`src/rtl/imem_loader_pkg.sv`:
```
// Shared encodings and stream-format constants for the boot-time instruction-memory loader.
package imem_loader_pkg;

  typedef logic [2:0] state_t;

  localparam state_t ST_HDR_HI = 3'd0;
  localparam state_t ST_HDR_LO = 3'd1;
  localparam state_t ST_DATA   = 3'd2;
  localparam state_t ST_CSUM   = 3'd3;
  localparam state_t ST_DONE   = 3'd4;
  localparam state_t ST_ERROR  = 3'd5;

  localparam int HDR_LEN    = 2;
  localparam int WORD_BYTES = 4;

  // States in which the loader is willing to take a stream byte.
  function automatic logic is_receiving(input state_t s);
    return (s == ST_HDR_HI) || (s == ST_HDR_LO) || (s == ST_DATA) || (s == ST_CSUM);
  endfunction

endpackage

```
`src/rtl/imem_loader_if.sv`:
```
// Byte stream, instruction-memory write port and core-reset status bundled for the loader.
interface imem_loader_if #(parameter int ADDR_W = 10);
  logic [7:0]        in_data;
  logic              in_valid;
  logic              in_ready;
  logic              reload;
  logic              imem_we;
  logic [ADDR_W-1:0] imem_addr;
  logic [31:0]       imem_wdata;
  logic              cpu_rst;
  logic              load_done;
  logic              load_err;

  modport master (
    output in_data, in_valid, reload,
    input  in_ready, imem_we, imem_addr, imem_wdata, cpu_rst, load_done, load_err
  );

  modport slave (
    input  in_data, in_valid, reload,
    output in_ready, imem_we, imem_addr, imem_wdata, cpu_rst, load_done, load_err
  );
endinterface

```
`src/rtl/imem_loader_byte_packer.sv`:
```
// Packs big-endian bytes into 32-bit words; word_valid is a registered one-cycle pulse.
module imem_loader_byte_packer
  import imem_loader_pkg::*;
(
  input  logic        clk,
  input  logic        rst,
  input  logic        clr,
  input  logic        byte_en,
  input  logic [7:0]  byte_in,
  output logic        word_last,
  output logic        word_valid,
  output logic [31:0] word
);

  logic [1:0]  idx;
  logic [23:0] shreg;

  assign word_last = byte_en && (idx == 2'(WORD_BYTES - 1));

  always_ff @(posedge clk or posedge rst) begin
    if (rst) begin
      idx        <= 2'd0;
      shreg      <= 24'd0;
      word_valid <= 1'b0;
      word       <= 32'd0;
    end else begin
      word_valid <= word_last;
      if (clr) begin
        idx   <= 2'd0;
        shreg <= 24'd0;
      end else if (byte_en) begin
        shreg <= {shreg[15:0], byte_in};
        idx   <= idx + 2'd1;
        if (word_last)
          word <= {shreg, byte_in};
      end
    end
  end

endmodule

```
`src/rtl/imem_loader.sv`:
```
// Boot loader: parses the image header, streams words into instruction memory,
// checks the XOR checksum and holds the core in reset until a good image is in place.
//
// state  | meaning
// HDR_HI | waiting for word-count high byte
// HDR_LO | waiting for word-count low byte
// DATA   | receiving N words, 4 bytes each, MSB first
// CSUM   | waiting for checksum byte
// DONE   | image good, core released
// ERROR  | image rejected, core held in reset
module imem_loader
  import imem_loader_pkg::*;
#(
  parameter int ADDR_W    = 10,
  parameter int BASE_ADDR = 0
)
(
  input logic         clk,
  input logic         pc_rst,
  imem_loader_if.slave bus
);

  localparam logic [16:0]       CAP  = 17'd1 << ADDR_W;
  localparam logic [ADDR_W-1:0] BASE = ADDR_W'(BASE_ADDR);

  state_t            state, state_nxt;
  logic [7:0]        hdr_hi, xor_acc;
  logic [16:0]       n_hdr, n_words, word_cnt;
  logic [ADDR_W-1:0] wr_addr, addr_q;
  logic              in_ready_q, cpu_rst_q, done_q, err_q;
  logic              accept, byte_en, restart, word_last, word_valid;
  logic [31:0]       word;

  assign accept  = bus.in_valid & in_ready_q;
  assign byte_en = accept && (state == ST_DATA);
  assign restart = bus.reload && ((state == ST_DONE) || (state == ST_ERROR));
  assign n_hdr   = {1'b0, hdr_hi, bus.in_data};

  always_comb begin
    state_nxt = state;
    case (state)
      ST_HDR_HI: if (accept) state_nxt = ST_HDR_LO;
      ST_HDR_LO: if (accept) begin
        if (n_hdr > CAP)        state_nxt = ST_ERROR;
        else if (n_hdr == 17'd0) state_nxt = ST_CSUM;
        else                    state_nxt = ST_DATA;
      end
      ST_DATA:   if (word_last && (word_cnt + 17'd1 == n_words)) state_nxt = ST_CSUM;
      ST_CSUM:   if (accept) state_nxt = (bus.in_data == xor_acc) ? ST_DONE : ST_ERROR;
      ST_DONE,
      ST_ERROR:  if (bus.reload) state_nxt = ST_HDR_HI;
      default:   state_nxt = ST_HDR_HI;
    endcase
  end

  // Status outputs are registered from the next state so they change on the transition edge.
  always_ff @(posedge clk or posedge pc_rst) begin
    if (pc_rst) begin
      state      <= ST_HDR_HI;
      in_ready_q <= 1'b0;
      cpu_rst_q  <= 1'b1;
      done_q     <= 1'b0;
      err_q      <= 1'b0;
      hdr_hi     <= 8'd0;
      xor_acc    <= 8'd0;
      n_words    <= 17'd0;
      word_cnt   <= 17'd0;
      wr_addr    <= BASE;
      addr_q     <= '0;
    end else begin
      state      <= state_nxt;
      in_ready_q <= is_receiving(state_nxt);
      cpu_rst_q  <= (state_nxt != ST_DONE);
      done_q     <= (state_nxt == ST_DONE);
      err_q      <= (state_nxt == ST_ERROR);
      if (restart) begin
        xor_acc  <= 8'd0;
        word_cnt <= 17'd0;
        wr_addr  <= BASE;
      end else if (accept) begin
        if (state != ST_CSUM)   xor_acc <= xor_acc ^ bus.in_data;
        if (state == ST_HDR_HI) hdr_hi  <= bus.in_data;
        if (state == ST_HDR_LO) n_words <= n_hdr;
        if (word_last) begin
          addr_q   <= wr_addr;
          wr_addr  <= wr_addr + ADDR_W'(1);
          word_cnt <= word_cnt + 17'd1;
        end
      end
    end
  end

  imem_loader_byte_packer u_packer (
    .clk        (clk),
    .rst        (pc_rst),
    .clr        (restart),
    .byte_en    (byte_en),
    .byte_in    (bus.in_data),
    .word_last  (word_last),
    .word_valid (word_valid),
    .word       (word)
  );

  assign bus.in_ready   = in_ready_q;
  assign bus.imem_we    = word_valid;
  assign bus.imem_addr  = addr_q;
  assign bus.imem_wdata = word;
  assign bus.cpu_rst    = cpu_rst_q;
  assign bus.load_done  = done_q;
  assign bus.load_err   = err_q;

endmodule

```
`src/flat_wrapper.sv`:
```
// flat-port wrapper written by rule: the top's interface ports become plain ports
module imem_loader_flat import imem_loader_pkg::*;
#(
  parameter int ADDR_W    = 10,
  parameter int BASE_ADDR = 0
)
  (clk, pc_rst, bus_in_data, bus_in_valid, bus_reload, bus_in_ready, bus_imem_we, bus_imem_addr, bus_imem_wdata, bus_cpu_rst, bus_load_done, bus_load_err);
  imem_loader_if #(.ADDR_W(ADDR_W)) bus_i ();
  input logic clk;
  input logic pc_rst;
  input wire logic [$bits(bus_i.in_data)-1:0] bus_in_data;
  input wire logic [$bits(bus_i.in_valid)-1:0] bus_in_valid;
  input wire logic [$bits(bus_i.reload)-1:0] bus_reload;
  output wire logic [$bits(bus_i.in_ready)-1:0] bus_in_ready;
  output wire logic [$bits(bus_i.imem_we)-1:0] bus_imem_we;
  output wire logic [$bits(bus_i.imem_addr)-1:0] bus_imem_addr;
  output wire logic [$bits(bus_i.imem_wdata)-1:0] bus_imem_wdata;
  output wire logic [$bits(bus_i.cpu_rst)-1:0] bus_cpu_rst;
  output wire logic [$bits(bus_i.load_done)-1:0] bus_load_done;
  output wire logic [$bits(bus_i.load_err)-1:0] bus_load_err;
  assign bus_i.in_data = bus_in_data;
  assign bus_i.in_valid = bus_in_valid;
  assign bus_i.reload = bus_reload;
  assign bus_in_ready = bus_i.in_ready;
  assign bus_imem_we = bus_i.imem_we;
  assign bus_imem_addr = bus_i.imem_addr;
  assign bus_imem_wdata = bus_i.imem_wdata;
  assign bus_cpu_rst = bus_i.cpu_rst;
  assign bus_load_done = bus_i.load_done;
  assign bus_load_err = bus_i.load_err;
  imem_loader #(.ADDR_W(ADDR_W), .BASE_ADDR(BASE_ADDR)) u_core (.clk(clk), .pc_rst(pc_rst), .bus(bus_i));
endmodule
```
`config.mk`:
```
export PLATFORM = sky130hd
export DESIGN_NAME = imem_loader_flat
export DESIGN_NICKNAME = d
export VERILOG_FILES = /design/src/rtl/imem_loader_pkg.sv /design/src/rtl/imem_loader_if.sv /design/src/rtl/imem_loader_byte_packer.sv /design/src/rtl/imem_loader.sv /design/src/flat_wrapper.sv
export SDC_FILE = /design/constraint.sdc
export NUM_CORES = 1
export LEC_CHECK = 0
export BUFFER_PORTS_ARGS = -buffer_cell sky130_fd_sc_hd__buf_4
export CAP_MARGIN = 15
export CORE_MARGIN = 5
export CORE_UTILIZATION = 40
export DETAILED_ROUTE_END_ITERATION = 8
export GPL_TIMING_DRIVEN = 0
export HOLD_SLACK_MARGIN = 0.15
export PLACE_DENSITY = 0.59
export REMOVE_ABC_BUFFERS = 1
export SLEW_MARGIN = 15
export SYNTH_ARGS = -nofsm -noshare
export SYNTH_HDL_FRONTEND = slang
export SYNTH_HIERARCHICAL = 1
export SYNTH_SLANG_ARGS = --single-unit
```
`constraint.sdc`:
```
create_clock -name clk -period 5.55 [get_ports clk]
set_input_delay 1.11 -clock clk [delete_from_list [all_inputs] [get_ports clk]]
set_output_delay 1.11 -clock clk [all_outputs]
set_load 0.1 [all_outputs]
```
# After elaboration in Yosys (flattened, before gate mapping)
# Index checks and enable logic that the tools add are counted.
# word_totals
input_bits	12
ff_bits	135
word_cells	81
n_memories	0
mem_bits_rw	0
latch_bits	0
romBits	0
# op_classes
n_mul	0
shift	0
n_mux	22
n_eq_ne	15
bitwise_logic	3
n_lt_le_gt_ge	1
n_addsub	3
reduce_logical	22
div_mod_pow	0
# op_table
op	count
$mux W17	3
$mux W24	2
$mux W10	3
$mux W8	3
$mux W3	6
$add A17 B1 Y17 const B	1
$eq A17 B16 Y1	1
$logic_not A17 Y1	1
$gt A16 B11 Y1 const B	1
$pmux W3 S5	1
$eq A3 B2 Y1 const B	4
$eq A3 B3 Y1 const B	4
$reduce_and A3 Y1	4
$add A10 B1 Y10 const B	1
$eq A8 B8 Y1	1
$reduce_bool A2 Y1	4
$xor A8 B8 Y8	1
$eq A3 B1 Y1 const B	2
$logic_not A3 Y1	2
$logic_and A1 B1 Y1	4
$logic_or A1 B1 Y1	4
$mux W2	2
$reduce_and A2 Y1	2
$ne A3 B2 Y1 const B	1
7 further kinds	8

# Longest topological paths before layout
# Gate-level depths: netlist (run 1).
# depth
word_depth	10
mapped_depth	13
ltp_nobuf	9

# Modules after synthesis
# Netlist (run 1), hierarchy kept.
# by_module_without_submodules
mod	area_each_um2	cells_per_inst	instances
imem_loader	3936.3	387	1
imem_loader_byte_packer	2417.3	156	1

# Least setup slack after synthesis (run 1)
# No wires, ideal clock.
# synth_timing
kind	in2reg
startpoint	in bus_in_valid
endpoint	reg u_core.wr_addr[9]
path_slack_ns	2.227
required_ns	5.418
t_arrival_ns	3.191
setup_time_ns	0.132
cell_stages	13
n_path_buf	4
path_cell_list	and2_1 buf_2 and3_1 buf_4 buf_4 and2_1 and3_1 clkbuf_1 nand4_1 nor2_1 nand3_1 xor2_1 nor2_1
# synth_via
elab_chain_cells	5
# synth_lines
element	line_no	text
start, declared	flat_wrapper.sv:12	input wire logic [$bits(bus_i.in_valid)-1:0] bus_in_valid;
$and A1 B1 Y1	imem_loader.sv:34	assign accept = bus.in_valid & in_ready_q;
$logic_and A1 B1 Y1	imem_loader.sv:35	assign byte_en = accept && (state == ST_DATA);
via u_core.byte_en	imem_loader.sv:31	logic accept, byte_en, restart, word_last, word_valid;
$logic_and A1 B1 Y1	imem_loader_byte_packer.sv:18	assign word_last = byte_en && (idx == 2'(WORD_BYTES - 1));
via u_core.word_last	imem_loader.sv:31	
$reduce_bool A2 Y1 (no line)	--	
$reduce_and A2 Y1 (no line)	--	
end signal, assigned	imem_loader.sv:86	wr_addr <= wr_addr + ADDR_W'(1);
end, declared	imem_loader.sv:29	logic [ADDR_W-1:0] wr_addr, addr_q;
# The timed path passes the listed nets, and every way through them passes these cells.
# A chain may end at the register's enable or synchronous reset.

# Worst setup path after layout (run 1)
# Ends and elaborated chain as after synthesis.

==> results of run 1 <==
final timing paths:
kind	from	end	slack (ns)	cells after the start
max	bus_in_valid	u_core/wr_addr[9]	2.50	10
min	u_core/u_packer/shreg[18]	u_core/u_packer/word[26]	0.50	1
max reg2reg	u_core/bus.in_ready	u_core/wr_addr[9]	2.89	9
min reg2reg	u_core/u_packer/shreg[18]	u_core/u_packer/word[26]	0.50	1
max in group asynchronous	pc_rst	u_core/n_words[14]	4.22	3
min in group asynchronous	pc_rst	u_core/bus.load_err	0.75	2
cells by family after synthesis:
kind of cell | synth area share
and+or+nand+nor | 0.136
DFF | 0.532
muxes | 0.179
xor gates and xnor gates | 0.0717
AOI/OAI and AO/OA | 0.0488
buffers and inverters | 0.0268
adders and majority gates | 0.00591
registers in the layout, summed over array words and instances, names as in the netlist:
register,count
u_core/bus.load_done,1
u_core/xor_acc,8
u_core/hdr_hi,8
u_core/bus.imem_addr,10
u_core/state,3
u_core/bus.load_err,1
u_core/u_packer/shreg,24
u_core/u_packer/word,32
u_core/n_words,16
u_core/u_packer/idx,2
u_core/bus.cpu_rst,1
u_core/wr_addr,10
u_core/bus.in_ready,1
u_core/word_cnt,17
u_core/u_packer/word_valid,1
routing by layer:
layer | GRT usage | wire length, um
met2 | 0.226 | 5860
met4 | 0.0538 | 198
met5 | 0 | 0
met1 | 0.203 | 6020
met3 | 0.0326 | 468
cell usage in the layout (no fill, tap or decap), types with 13 or more instances in the layout:
cell type	n
dfrtp_1	134
nor2_1	75
buf_4	58
mux2_2	37
nand2_1	32
mux2_4	30
xnor2_1	27
mux2i_1	27
xor2_1	25
o21ai_0	21
clkbuf_16	17
nand3_1	13
worst max-delay path: stages:
cell and delay (ns):
buf_4 0.09, and2_1 0.28, and3_2 0.34, and2_1 0.25, and3_1 0.47, nand4_1 0.24, nor2_1 0.23, nand3_1 0.12
xor2_1 0.14, nor2_1 0.05
through the flow:
| stage | power [mW] | hold slack (ns) |
|---|---|---|
| after floorplan | 1.71 | 0.480 |
| after global routing | 3.14 | 0.519 |
| after global placement | 1.84 | 0.491 |
| after CTS | 3.01 | 0.509 |
| final | 2.98 | 0.504 |
| after detailed placement | 1.88 | 0.494 |
area by class of cell:
class | instances | area share
sequential | 135 | 0.446
multi-input combinational | 375 | 0.371
timing repair buffer | 61 | 0.0664
clock buffer | 20 | 0.0603
tap | 216 | 0.0357
clock inverter | 8 | 0.0165
inverter | 7 | 0.00413
power by group through the flow:
stage	registers (mW)	clock network, mW	logic, mW
floorplan	1.32	0	0.391
global placement	1.27	0	0.572
detailed placement	1.28	0	0.602
CTS	1.26	1.15	0.605
global route	1.28	1.20	0.660
finish	1.26	1.12	0.602
==> out/qor_table.md, run 1 <==
| Metric | This run |
|:---|:---|
| Switching portion of total power | 0.291 |
| Crit path kind | in -> reg |
| Startpoint type of the worst setup path | input pin |
| DRC Markers | 0 |
| Yosys top cell area share | 0.528 |
| Post-synth EDFFs | 0 |
| Utilization of the core after routing | 0.482 |
| Final Hold Viols | 0 |
| Final net count | 612 |
| Area grow syn2layout | 19.3% |
| Number of buffers inserted for hold repair after clock tree synthesis | 0 |
| DR vias/cell | 5.07 |
| H-tree levels | 4 |
| Starting density of the core | 0.404 |
| Count of max-cap constraint violations | 0 |
| TritonCTS clock tree | built |
| Area of the mapped netlist | 6350 um^2 |
| Total via count in the routed design | 4164 |
| Register bit count reported by yosys | 135 |
| Cell variety after synth | 54 |
| Yosys Warn Count | 6 |
| Power share of the clock group | 0.376 |
| Run status | finished, final reports clean |
| Initial DRC Count | 229 |
| Share of async-settable or async-resettable flops after synthesis | 1.00 |
| Post-cts sizing count | 0 |
| Final design area excluding fillers | 7580 um^2 |
| Number of rows created at floorplan | 46 |
| X dimension of the die | 136 um |
| Total power divided by cell area | 394 nW/um^2 |
| Clock Latency Late Sink | 0.41 ns |
| Worst-path maximum fanout | 10 |
| Max clock buf depth | 2 |
| Max-slew headroom | 0.266 |
| Count leader, synth | dfrtp_1 |
| Peak Freq | 328 MHz |
| Instance count of the mapped netlist | 543 |
| RePlAce Congestion | 0.808 |
| Post-CTS Setup Inserts | 0 |
| Total die area | 18500 um^2 |
| Sink Count | 135 |
| Area of the placeable core | 15700 um^2 |
| Multi-input logic area | 2810 um^2 |
| Pin slew with the least headroom to its limit | 1.10 ns |
| Part of the power in registers | 0.422 |
| Worst Slack Setup Final | 2.50 ns |
| Final number of max-transition violations | 0 |
| Arrival time reported for the critical path endpoint | 3.35 ns |
| Yosys top cell by area | dfrtp_1 |
| Total net switching power | 867 uW |
| Syn_area_per_cell | 11.7 um^2 |
| Cell Area, Placed | 7000 um^2 |
| Unrepaired setup endpoints after global routing | no |
| Number of placed cells counting well taps | 794 |
| Cells taking the most area after synthesis | dfrtp_1 53%, mux2_4 7.1%, mux2_2 6.6% |
| Initial antenna violation count | 0 |
| First-pass GRT wire length | 21.6 mm |
| Min cycle time layout | 3.05 ns |
| Ant diodes | 0 |
| Worst setup skew after layout | 0.00608 ns |
| Worst vdd rail ir drop | 317 uV |
| Register Area | 3380 um^2 |
| Setup_tns | 0 ns |
| Clock buffer count from CTS | 17 |
| Half-perimeter wire length of the detailed placement result | 8.47 mm |
| Hold WC Path Type | reg -> reg |
| Required time at the worst-slack endpoint | 5.85 ns |
| Clock root buffer | clkbuf_16 |
| Total Routing Usage GR | 0.146 |
| Via count of the first global-routing pass | 4207 |
| Prevailing post-synth register cell | dfrtp_1 |
| Fill cells | 1421 |
| Share of cells above drive strength 1 | 0.281 |
| Sequential share of the synthesized area | 0.532 |
| Final setup violation count | 0 |
| Pin count of the biggest net entering global routing | 60 |
| Final period utilization | 0.549 |
| Cell types with the highest counts after synthesis | 134 x dfrtp_1, 76 x nor2_1, 37 x mux2_2 |
| Share of total power in combinational logic | 0.202 |
| CP endpoint kind | flip-flop |
| Count of non-filler cells in the finished layout | 822 |
| Reported leakage power | 3.58 nW |
| Post-route ant nets | 0 |
| Total length of routed wires | 12.5 mm |
| Internal power component | 2.12 mW |
| Floorplan die height | 136 um |
| Remaining global-route overflow | 0 |
| Top-level port count | 59 |
| Number of detailed-route iterations in the first pass | 5 |
| Placement-stage worst setup slack | 2.08 ns |
| Detail-routed net length per standard cell | 15.3 um |
| Clock slew at the register clock pins of the worst setup and hold paths | 0.05 ns |
| I/O Buffers | 58 |
(Power assumes the default switching activity.)
==> run 2, diff against run 1 <==
- PLACE_DENSITY: 0.59 -> 0.62
- clock period: 5.55 -> 2.7 ns (I/O delays scaled with it)
==> run 2 against run 1 <==
Effect of this change: sequential share of layout area fell by 0.095 points; wire length rose by 3.8%; clock skew rose by 0.0056 ns; largest cell class unchanged; critical path depth fell by 6; utilization rose by 0.10 points.
==> out/qor_table.md, run 2 (synthesized netlist as in run 1, its figures left out) <==
| Metric | This run |
|:---|:---|
| Final Hold Viols | 0 |
| Number of placed cells counting well taps | 794 |
| Count of max-cap constraint violations | 0 |
| Half-perimeter wire length of the detailed placement result | 8.66 mm |
| Arrival time reported for the critical path endpoint | 2.83 ns |
| Clock Latency Late Sink | 0.42 ns |
| DR vias/cell | 5.04 |
| Most common cell after layout, fill and taps aside | dfrtp_1 |
| Final number of max-transition violations | 0 |
| Fill cells | 1419 |
| Number of buffers inserted for hold repair after clock tree synthesis | 0 |
| Total power divided by cell area | 805 nW/um^2 |
| Worst-path maximum fanout | 32 |
| Crit path kind | reg -> reg |
| Startpoint type of the worst setup path | flip-flop |
| RePlAce Congestion | 0.819 |
| Met2 usage | 0.239 |
| Share of cells above drive strength 1 | 0.282 |
| Peak Freq | 397 MHz |
| GR Util met3 | 0.0411 |
| Sink Count | 135 |
| Register Area | 3380 um^2 |
| Reported leakage power | 3.58 nW |
| Cell at the slowest stage of the critical path | nand3b_4 |
| Met1 Resource Use GR | 0.198 |
| Pin count of the biggest net entering global routing | 60 |
| Largest register FFs | 32 |
| Min cycle time layout | 2.52 ns |
| Area grow syn2layout | 19.5% |
| Clock root buffer | clkbuf_16 |
| Unrepaired setup endpoints after global routing | no |
| Hold WC Path Type | in -> async |
| H-tree levels | 4 |
| Multi-input logic area | 2820 um^2 |
| First-pass GRT wire length | 22.0 mm |
| Remaining global-route overflow | 0 |
| Max clock buf depth | 2 |
| Post-route ant nets | 0 |
| Total via count in the routed design | 4164 |
| I/O Buffers | 58 |
| Most flops, register | u_core/u_packer/word |
| Detail-routed net length per standard cell | 15.8 um |
| Initial antenna violation count | 0 |
| Required time at the worst-slack endpoint | 3.01 ns |
| Total length of routed wires | 13.0 mm |
| Total Power | 6.11 mW |
| Worst setup skew after layout | 0.0117 ns |
| Final period utilization | 0.934 |
| Count of non-filler cells in the finished layout | 826 |
| Number of rows created at floorplan | 46 |
| X dimension of the die | 136 um |
| Max-slew headroom | 0.305 |
| Final design area excluding fillers | 7590 um^2 |
| Final setup violation count | 0 |
| Max stage delay on crit path | 0.67 ns |
| Floorplan die height | 136 um |
| Via count of the first global-routing pass | 4284 |
| Cell breakdown of the critical path | nand2_1 -> nor2_4 -> nand3b_4 -> mux2_2 |
| Hold Worst Slack | 0.152 ns |
| Clock slew at the register clock pins of the worst setup and hold paths | 0.06 ns |
| Area of the placeable core | 15700 um^2 |
| Starting density of the core | 0.404 |
| Worst vdd rail ir drop | 484 uV |
| DRC Markers | 0 |
| Initial DRC Count | 324 |
| Most used cells in the layout excluding fill and tap cells | 134 x dfrtp_1, 75 x nor2_1, 58 x buf_4 |
| Top-level port count | 59 |
| Run status | finished, final reports clean |
| CP endpoint kind | flip-flop |
| Final net count | 612 |
| Clock buffer count from CTS | 17 |
| Total die area | 18500 um^2 |
| TritonCTS clock tree | built |
| Biggest registers after layout | u_core/u_packer/word: 32 flops, u_core/u_packer/shreg: 24 flops, u_core/word_cnt: 17 flops |
| Pin slew with the least headroom to its limit | 1.04 ns |
| Number of detailed-route iterations in the first pass | 5 |
| Ant diodes | 0 |
| Layer carrying the most global-route usage | met2 |
| Total Routing Usage GR | 0.151 |
| Cell Area, Placed | 7000 um^2 |
==> run 2: cell count changes in the layout (fill, tap and decap cells not counted) <==
| cell | delta |
|---|---|
| and3_1 | -1 |
| and3_4 | +1 |
| buf_12 | -1 |
| buf_16 | +1 |
| bufinv_16 | -1 |
| clkbuf_1 | +3 |
| clkbuf_8 | +1 |
| clkinv_2 | +1 |
| clkinvlp_4 | +1 |
| inv_6 | -1 |
| nor2_2 | -1 |
| nor2_4 | +1 |
==> run 2: path summary, 6_finish.rpt <==
check	cells after the start	slack [ns]	endpoint	from
max	4	0.18	u_core/u_packer/word[29]	u_core/state[2]
min	2	0.15	u_core/hdr_hi[7]	pc_rst
max reg2reg	4	0.18	u_core/u_packer/word[29]	u_core/state[2]
min reg2reg	1	0.50	u_core/bus.imem_addr[4]	u_core/bus.imem_addr[4]
max in group asynchronous	2	1.94	u_core/u_packer/word[20]	pc_rst
min in group clk	2	0.43	u_core/u_packer/word[7]	bus_in_data[7]
==> run 2: critical path: cells and delay by family (launching register included) <==
kind	cells	cell delay, ns
flip-flops	1	0.50
multiplexers	1	0.41
AND/OR/NAND/NOR	3	1.45
==> run 2: where the power goes <==
group | switching [mW] | internal (mW)
Clock | 0.846 | 1.43
Sequential | 0.276 | 2.32
Combinational | 0.693 | 0.553
Total | 1.81 | 4.30
==> run 2: stage by stage <==
stage,setup slack (ns),setup TNS [ns],util
3_5_place_dp,-0.192,-1.06,0.446
2_1_floorplan,-1.13,-70.75,-
3_3_place_gp,-2.44,-236.49,0.440
6_report,0.179,0,0.483
5_1_grt,0.00984,0,0.483
4_1_cts,0.0438,0,0.483
==> run 2: layer usage <==
metal  vias to the layer above  part of all wire
met5                         -                 0
met4                         0             0.015
met3                        13             0.042
met2                        75              0.47
met1                      2095              0.47
li1                       1981                 -
==> run 2: area by class of cell <==
cell class                 instances  share of cell area
sequential                       135               0.445
multi-input combinational        375               0.372
clock buffer                      24              0.0634
tap                              216              0.0356
inverter                           7             0.00412
timing repair buffer              61              0.0672
clock inverter                     8              0.0130
==> run 2: what timing repair did <==
action,CTS,global route
endpoints found under the hold margin,0,0
setup buffers,0,0
resized for setup,0,3
setup endpoints to repair,0,13
